$ cat src/rtl/addsub_pkg.sv
// Shared types and constants for the adder/subtracter operand entry path.
package addsub_pkg;

    typedef enum logic [1:0] {
        LOAD_A = 2'd0,
        LOAD_B = 2'd1,
        READY  = 2'd2
    } seq_state_t;

    localparam int DEBOUNCE_50MHZ_20MS = 1000000;

endpackage

$ cat src/rtl/key_debounce.sv
// Pushbutton debouncer: accepts a level change only after DEBOUNCE_CYCLES stable
// cycles and emits a one-cycle press pulse the cycle after a 1-to-0 level flip.
module key_debounce
    import addsub_pkg::*;
#(
    parameter int DEBOUNCE_CYCLES = DEBOUNCE_50MHZ_20MS
) (
    input  logic clk,
    input  logic reset,
    input  logic key_n,
    output logic level,
    output logic press
);

    localparam int CW = $clog2(DEBOUNCE_CYCLES + 1);
    localparam logic [CW-1:0] CNT_LAST = CW'(DEBOUNCE_CYCLES - 1);

    logic [CW-1:0] cnt_q, cnt_d;
    logic          level_q, level_d;
    logic          level_prev_q;
    logic          press_q;

    always_comb begin
        cnt_d   = '0;
        level_d = level_q;
        if (key_n != level_q) begin
            if (cnt_q == CNT_LAST) begin
                level_d = ~level_q;
            end else begin
                cnt_d = cnt_q + CW'(1);
            end
        end
    end

    // The pulse is derived from the already-registered level, so it lands
    // one cycle after the flip.
    always_ff @(posedge clk) begin
        if (reset) begin
            cnt_q        <= '0;
            level_q      <= 1'b1;
            level_prev_q <= 1'b1;
            press_q      <= 1'b0;
        end else begin
            cnt_q        <= cnt_d;
            level_q      <= level_d;
            level_prev_q <= level_q;
            press_q      <= level_prev_q & ~level_q;
        end
    end

    assign level = level_q;
    assign press = press_q;

endmodule

$ cat src/rtl/addsub_operand_sequencer.sv
// Operand entry sequencer: A, then B/sub, then show result, one key press per step.
// Optional ADDSUB_SEQ_SYNC_EN inserts a 2-flop synchronizer ahead of the debouncer.
module addsub_operand_sequencer
    import addsub_pkg::*;
#(
    parameter int WIDTH           = 4,
    parameter int DEBOUNCE_CYCLES = DEBOUNCE_50MHZ_20MS,
    parameter int CNT_WIDTH       = 8
) (
    input  logic                 clk,
    input  logic                 reset,
    input  logic [WIDTH-1:0]     SW,
    input  logic                 sub_sw,
    input  logic                 key_n,
    output logic [WIDTH-1:0]     A,
    output logic [WIDTH-1:0]     B,
    output logic                 sub,
    output logic                 valid,
    output logic [1:0]           state,
    output logic [CNT_WIDTH-1:0] op_count
);

    logic key_deb_in;
    logic key_level;
    logic press;

`ifdef ADDSUB_SEQ_SYNC_EN
    logic [1:0] key_sync_q;

    always_ff @(posedge clk) begin
        if (reset) begin
            key_sync_q <= 2'b11;
        end else begin
            key_sync_q <= {key_sync_q[0], key_n};
        end
    end

    assign key_deb_in = key_sync_q[1];
`else
    assign key_deb_in = key_n;
`endif

    key_debounce #(
        .DEBOUNCE_CYCLES(DEBOUNCE_CYCLES)
    ) u_key_debounce (
        .clk  (clk),
        .reset(reset),
        .key_n(key_deb_in),
        .level(key_level),
        .press(press)
    );

    seq_state_t           state_q, state_d;
    logic [WIDTH-1:0]     a_q, a_d;
    logic [WIDTH-1:0]     b_q, b_d;
    logic                 sub_q, sub_d;
    logic                 valid_q, valid_d;
    logic [CNT_WIDTH-1:0] cnt_q, cnt_d;

    always_comb begin
        state_d = state_q;
        a_d     = a_q;
        b_d     = b_q;
        sub_d   = sub_q;
        valid_d = valid_q;
        cnt_d   = cnt_q;
        case (state_q)
            LOAD_A: begin
                if (press) begin
                    a_d     = SW;
                    state_d = LOAD_B;
                end
            end
            LOAD_B: begin
                if (press) begin
                    b_d     = SW;
                    sub_d   = sub_sw;
                    valid_d = 1'b1;
                    cnt_d   = cnt_q + CNT_WIDTH'(1);
                    state_d = READY;
                end
            end
            READY: begin
                if (press) begin
                    a_d     = '0;
                    b_d     = '0;
                    sub_d   = 1'b0;
                    valid_d = 1'b0;
                    state_d = LOAD_A;
                end
            end
            // Unused encoding 2'd3 falls back to the start of entry.
            default: state_d = LOAD_A;
        endcase
    end

    always_ff @(posedge clk) begin
        if (reset) begin
            state_q <= LOAD_A;
            a_q     <= '0;
            b_q     <= '0;
            sub_q   <= 1'b0;
            valid_q <= 1'b0;
            cnt_q   <= '0;
        end else begin
            state_q <= state_d;
            a_q     <= a_d;
            b_q     <= b_d;
            sub_q   <= sub_d;
            valid_q <= valid_d;
            cnt_q   <= cnt_d;
        end
    end

    assign A        = a_q;
    assign B        = b_q;
    assign sub      = sub_q;
    assign valid    = valid_q;
    assign state    = state_q;
    assign op_count = cnt_q;

    // Debounced level is exposed by the sub-module but only the press pulse is used here.
    logic unused_level;
    assign unused_level = key_level;

endmodule
$ cat config.mk
export PLATFORM = sky130hd
export DESIGN_NAME = addsub_operand_sequencer
export DESIGN_NICKNAME = d
export VERILOG_FILES = /design/src/rtl/addsub_pkg.sv /design/src/rtl/key_debounce.sv /design/src/rtl/addsub_operand_sequencer.sv
export SDC_FILE = /design/constraint.sdc
export NUM_CORES = 1
export LEC_CHECK = 0
export BUFFER_PORTS_ARGS = -buffer_cell sky130_fd_sc_hd__buf_2
export CAP_MARGIN = 15
export CORE_ASPECT_RATIO = 0.7
export CORE_MARGIN = 3
export CORE_UTILIZATION = 60
export CTS_CLUSTER_SIZE = 20
export DETAILED_ROUTE_END_ITERATION = 8
export PLACE_DENSITY = 0.81
export SYNTH_ARGS = -nofsm -noshare
export SYNTH_HDL_FRONTEND = slang
export SYNTH_SLANG_ARGS = --single-unit
$ cat constraint.sdc
create_clock -name clk -period 2.77 [get_ports clk]
set_clock_uncertainty 0.1 [all_clocks]
set_input_delay 0.4155 -clock clk [delete_from_list [all_inputs] [get_ports clk]]
set_output_delay 0.4155 -clock clk [all_outputs]
set_load 0.02 [all_outputs]
==> results of run 1 <==
## placed cells by master (no fill, tap or decap), drive strengths merged, types with 4 or more instances in the layout
cell type and count:
a21oi 8, a22o 5, a22oi 5, and3 4, buf 27, clkbuf 7
dfxtp 43, mux2i 5, nand2 10, nand3 11, nand4 10, nor2 35
nor2b 5, nor3 7, o21ai 5, xnor2 13, xor2 10
## through the flow
| stage | area [um2] | setup slack, ns | utilization, % | instances |
|---|---|---|---|---|
| 2_1_floorplan | 1938 | 1.027 | - | 208 |
| 4_1_cts | 2152 | 0.6531 | 73.13 | 270 |
| 6_report | 2152 | 0.6659 | 73.13 | 270 |
| 3_3_place_gp | 2071 | 0.7975 | 70.37 | 262 |
| 5_1_grt | 2152 | 0.4806 | 73.13 | 270 |
| 3_5_place_dp | 2071 | 0.6659 | 70.37 | 262 |
## cell type report
type / instances / area, um2 / area share (%)
well taps: 36 / 45.04 / 2.093
multi-input cells: 154 / 1022 / 47.50
inverters: 2 / 7.507 / 0.3488
repair buffers: 27 / 135.1 / 6.279
clock inverters: 1 / 5.005 / 0.2326
flip-flops and latches: 43 / 860.8 / 40.00
clock buffers: 7 / 76.32 / 3.547
## cell families after synthesis
family	count (synthesis)
AOI/OAI and AO/OA	24
muxes	5
buffers and inverters	11
DFF	43
and+or+nand+nor	100
xor gates and xnor gates	23
adders and majority gates	2
## registers in the layout, indices dropped and copies added, names as in the netlist
| signal | flops |
|---|---|
| valid | 1 |
| A | 4 |
| u_key_debounce.press | 1 |
| u_key_debounce.level_prev_q | 1 |
| u_key_debounce.level | 1 |
| state | 2 |
| op_count | 8 |
| sub | 1 |
| B | 4 |
| u_key_debounce.cnt_q | 20 |
## power by group through the flow
stage                     logic [mW]  registers (mW)  clock network (mW)
after global routing          0.0250           0.621               0.408
after global placement        0.0218           0.635                   0
after CTS                     0.0229           0.620               0.383
final                         0.0227           0.621               0.368
after floorplan               0.0150           0.635                   0
after detailed placement      0.0227           0.635                   0
## path summary, 6_finish.rpt
path | cells past startpoint | from | end | slack (ns)
setup / recovery | 5 | u_key_debounce.cnt_q[0]$_SDFF_PP0_ | u_key_debounce.cnt_q[9]$_SDFF_PP0_ | 0.67
hold reg to reg | 1 | u_key_debounce.level_prev_q$_SDFF_PP1_ | u_key_debounce.press$_SDFF_PP0_ | 0.35
hold / removal | 3 | SW[3] | A[3]$_SDFFE_PP0P_ | 0.33
setup reg to reg | 5 | u_key_debounce.cnt_q[0]$_SDFF_PP0_ | u_key_debounce.cnt_q[9]$_SDFF_PP0_ | 0.67
## worst register-to-register path: stages, from the launching register on
cell,delay [ns]
dfxtp_1,0.39
ha_1,0.22
and3_1,0.24
nand3_2,0.15
o31ai_4,0.73
nor2_1,0.12
## layer usage
metal / vias to the layer above / part of all wire (%) / global-route usage, %
met4: 0 / 1.2 / 8.735
li1: 778 / - / -
met1: 745 / 46 / 31.15
met5: - / 0 / 0
met2: 51 / 46 / 34.56
met3: 6 / 5.9 / 5.037
==> reports/metrics.csv, run 1 <==
stage,metric,value,unit
outcome,outcome,completed,
floorplan,Initial Utilization,65.86,%
setup_path,CP required,2.81,ns
clock_network,"Clk Latency, worst-skew pair",0.28,ns
logic_synthesis,Synth Area in Simple Gates,29.83,%
setup_path,Worst setup SP type,flip-flop,
power_and_ir_drop,Clock Power Share,36.4,%
global_routing,global route overflow,0,
timing,unrepaired setup endpoints after global routing,false,
power_and_ir_drop,Pint,803.7,uW
job,max cap viols,0,
clock_network,# H-tree levels,2,
setup_path,Max stage delay on crit path,0.73,ns
global_routing,global-route wire length before repair,6.810,mm
clock_network,Clock transition at path regs,0.07,ns
setup_path,CP top delay family,compound AO/OA/AOI/OAI gates,
layout,layout cells sized above 1,18.38,%
global_routing,largest net degree at the start of global routing,25,
clock_network,total clock sinks,43,
detailed_routing,drt initial violations,75,
logic_synthesis,Mapped Nets,218,
power_and_ir_drop,Comb power frac,2.2,%
power_and_ir_drop,"Power, Total",1.011,mW
detailed_routing,vias per inst,5.852,
timing,"Hold Vio Cnt, Final",0,
floorplan,DIE AREA,3959,um2
setup_path,"critical path, cell by cell",ha_1 > and3_1 > nand3_2 > o31ai_4 > nor2_1,
logic_synthesis,synthesized cell area,1938,um2
clock_network,Clock Root Buffer,clkbuf_8,
clock_network,clock buffer depth,2,
logic_synthesis,Synth Area in Adders,1.291,%
floorplan,die width,73.93,um
clock_network,Num CTS Buffers,5,
timing,highest clock rate,0.4753,GHz
floorplan,die height,53.55,um
logic_synthesis,sequential area share after synthesis,44.42,%
setup_path,slowest cell on the critical path,o31ai_4,
power_and_ir_drop,sequential power share,61.4,%
layout,area added between synthesis and finish,11.04,%
power_and_ir_drop,VDD IR max,0.2894,mV
clock_network,CTS tree,yes,
power_and_ir_drop,switching part of the total,20.52,%
placement,dpl hpwl,2.823,mm
clock_network,"Hold-fix buffers, CTS",0,
logic_synthesis,Synth top area share,44.42,%
logic_synthesis,"Primary FF master, synth",dfxtp_1,
detailed_routing,Post-route DRC,0,
setup_path,CP Class,flip-flop to flip-flop,
logic_synthesis,synth top area cells,"dfxtp_1, nor2_1, xnor2_1",
timing,setup TNS,0,ns
placement,RD Place Congestion,0.8134,
logic_synthesis,number of synthesized flops with an enable pin,0,
timing,Worst slew margin,48.92,%
power_and_ir_drop,NetSw,207.4,uW
logic_synthesis,#FFs+latches synth,43,
logic_synthesis,xor and xnor area share after synthesis,10.39,%
logic_synthesis,Synth async-reset ratio,0,%
setup_path,buffers plus inverters on the worst setup path,0,
logic_synthesis,Ys Warns,0,
power_and_ir_drop,P_leak,0.8148,nW
logic_synthesis,Commonest cells post-synth,"dfxtp_1, nor2_1, xnor2_1",
logic_synthesis,Yosys top cell by area,dfxtp_1,
setup_path,Critical Path AT,2.15,ns
power_and_ir_drop,power density over the cells,469.8,nW/um2
layout,filler cell count,239,
timing,Hold WS,0.3319,ns
clock_network,PostCTS Resize Cnt,0,
detailed_routing,drt total wl,3.879,mm
setup_path,Critical Path End Type,flip-flop,
logic_synthesis,mux share of post-synthesis cell area,2.582,%
clock_network,Setup Buffers After CTS,0,
detailed_routing,drt pass-1 iters,4,
logic_synthesis,top-count cell post-synth,dfxtp_1,
logic_synthesis,"Distinct cells, synth",36,
detailed_routing,remaining antenna violation count,0,
timing,endpoints failing setup,0,
hold_path,type of the tightest min-delay check,input port to flip-flop,
floorplan,Core Area,2943,um2
floorplan,Cell Rows,16,
timing,minimum clock period,2.104,ns
floorplan,# IOs,28,
placement,# port buffers,27,
logic_synthesis,Syn Area/Cell,9.318,um2
global_routing,Global Route Usage Sum,22.57,%
detailed_routing,via count,1580,
timing,period utilisation layout,75.96,%
logic_synthesis,Synth Area in Compound Gates,8.651,%
timing,Slew Limit Fails,0,
global_routing,initial antenna violation count,0,
logic_synthesis,largest family of logic cells by synthesized area,simple AND/OR/NAND/NOR gates,
logic_synthesis,Post-Syn Instances,208,
setup_path,CP Max Fanout,18,
layout,Antenna Diode Count,0,
global_routing,vias in the first global route,1497,
detailed_routing,routed len/inst,14.37,um
layout,Final nets,243,
timing,slew of the pin with the lowest slew margin,0.7663,ns
No activity file was read; power rests on OpenSTA's default activity.
==> inputs of run 2 (changes only) <==
--- a/config.mk
+++ b/config.mk
@@ -9,10 +9,10 @@
 export CAP_MARGIN = 15
 export CORE_ASPECT_RATIO = 0.7
 export CORE_MARGIN = 3
-export CORE_UTILIZATION = 60
+export CORE_UTILIZATION = 56
 export CTS_CLUSTER_SIZE = 20
 export DETAILED_ROUTE_END_ITERATION = 8
-export PLACE_DENSITY = 0.81
+export PLACE_DENSITY = 0.76
 export SYNTH_ARGS = -nofsm -noshare
 export SYNTH_HDL_FRONTEND = slang
 export SYNTH_SLANG_ARGS = --single-unit
==> constraint.sdc (replaced) <==
create_clock -name clk -period 2.14 [get_ports clk]
set_clock_uncertainty 0.1 [all_clocks]
set_input_delay 0.321 -clock clk [delete_from_list [all_inputs] [get_ports clk]]
set_output_delay 0.321 -clock clk [all_outputs]
set_load 0.02 [all_outputs]
==> run 2 against run 1 <==
Against the previous run:
- cell count up 4.8%
- setup slack worse by 0.34 ns
- clock-buffer cell count is 1 higher
- routed wire length down 4.0%
- first-iteration DRC count grew 5.3%
- total power up 37%
- sequential cell count unchanged
- critical path depth grew 1
- critical endpoint is now u_key_debounce.cnt_q[5]$_SDFF_PP0_
==> reports/metrics.csv, run 2 (same netlist as run 1, synthesis figures left out) <==
stage,metric,value,unit
clock_network,"Clk Latency, worst-skew pair",0.29,ns
placement,Placed Cells,275,
layout,design area,2200,um2
layout,Largest register FFs,20,
layout,fin util,68.03,%
clock_network,PostCTS Resize Cnt,0,
placement,dpl hpwl,2.690,mm
layout,Antenna Diode Count,0,
layout,"most common cell after layout, fill and taps aside",dfxtp_1,
timing,Slew Limit Fails,0,
power_and_ir_drop,"Power, Total",1.388,mW
placement,RD Place Congestion,0.8214,
placement,Placed Area,2100,um2
job,max cap viols,0,
outcome,outcome,completed,
clock_network,# H-tree levels,2,
setup_path,Worst setup SP type,flip-flop,
layout,Final nets,245,
layout,area added between synthesis and finish,13.49,%
placement,"worst slack, placed",0.3443,ns
setup_path,CP required,2.22,ns
placement,# port buffers,27,
detailed_routing,vias per inst,5.431,
layout,Largest Register,u_key_debounce.cnt_q,
clock_network,Clock Root Buffer,clkbuf_8,
floorplan,Core Area,3233,um2
timing,endpoints failing setup,0,
clock_network,CTS tree,yes,
timing,Hold WS,0.2291,ns
hold_path,type of the tightest min-delay check,input port to flip-flop,
setup_path,CP Class,flip-flop to flip-flop,
detailed_routing,drt total wl,3.723,mm
detailed_routing,drt pass-1 iters,4,
global_routing,initial antenna violation count,0,
clock_network,Clock transition at path regs,0.08,ns
detailed_routing,drt initial violations,79,
timing,setup TNS,0,ns
setup_path,CP Max Fanout,18,
power_and_ir_drop,P_leak,0.8334,nW
global_routing,vias in the first global route,1382,
global_routing,Global Route Usage Sum,18.34,%
floorplan,DIE AREA,4214,um2
timing,highest clock rate,0.5506,GHz
layout,most frequent cells in the layout,"dfxtp_1, nor2_1, buf_2, xnor2_1",
clock_network,total clock sinks,43,
floorplan,Cell Rows,17,
clock_network,Setup Buffers After CTS,0,
timing,"Hold Vio Cnt, Final",0,
global_routing,global route overflow,0,
global_routing,largest net degree at the start of global routing,24,
layout,final std cells w/o fill,283,
detailed_routing,remaining antenna violation count,0,
floorplan,die width,76.32,um
clock_network,clock buffer depth,2,
clock_network,"Hold-fix buffers, CTS",0,
power_and_ir_drop,power density over the cells,631.0,nW/um2
timing,final setup margin,0.3237,ns
timing,Worst slew margin,63.99,%
timing,unrepaired setup endpoints after global routing,false,
power_and_ir_drop,VDD IR max,0.5115,mV
timing,period utilisation layout,84.87,%
layout,filler cell count,256,
clock_network,Num CTS Buffers,5,
detailed_routing,routed len/inst,13.16,um
setup_path,Critical Path AT,1.89,ns
floorplan,die height,55.22,um
layout,layout cells sized above 1,19.49,%
timing,slew of the pin with the lowest slew margin,0.5346,ns
timing,minimum clock period,1.816,ns
floorplan,Initial Utilization,59.95,%
detailed_routing,via count,1537,
detailed_routing,Post-route DRC,0,
setup_path,Critical Path End Type,flip-flop,
global_routing,global-route wire length before repair,6.327,mm
floorplan,# IOs,28,
-- run 2: cell types whose count changed in the layout (fill, tap and decap cells not counted), sizes merged --
cell	delta
buf	+2
clkbuf	+1
clkinv	-1
-- run 2: routing by layer --
layer  vias to the layer above  global-route usage [%]  part of all wire [%]
li1                        785                       -                     -
met1                       719                   26.58                    52
met2                        28                   26.91                    42
met3                         5                   5.049                   5.1
met4                         0                   4.651                   1.0
met5                         -                       0                     0
-- run 2: worst paths after layout --
path | start | endpoint | slack (ns) | depth (start not counted)
max reg2reg | u_key_debounce.cnt_q[0]$_SDFF_PP0_ | u_key_debounce.cnt_q[5]$_SDFF_PP0_ | 0.32 | 6
max | u_key_debounce.cnt_q[0]$_SDFF_PP0_ | u_key_debounce.cnt_q[5]$_SDFF_PP0_ | 0.32 | 6
min reg2reg | u_key_debounce.level_prev_q$_SDFF_PP1_ | u_key_debounce.press$_SDFF_PP0_ | 0.33 | 1
min | SW[3] | A[3]$_SDFFE_PP0P_ | 0.23 | 3
-- run 2: cell type report --
cell class,instances,area [um2],share of cell area [%]
multi-input combinational,154,1022,46.47
timing repair buffer,29,150.1,6.826
inverter,2,7.507,0.3413
clock buffer,8,100.1,4.551
sequential,43,860.8,39.14
tap,47,58.81,2.673
-- run 2: report_power, final --
group,internal (mW),switching [mW],leakage [nW]
Clock,0.294,0.257,0.0515
Combinational,0.0126,0.0206,0.435
Sequential,0.801,0.00209,0.347
Total,1.11,0.280,0.833
-- run 2: worst max-delay path: stages (launching register included) --
cell and delay (ns):
dfxtp_1 0.39, ha_1 0.22, and3_1 0.25, nand3_2 0.15
o31ai_4 0.26, buf_4 0.26, nor2_1 0.08
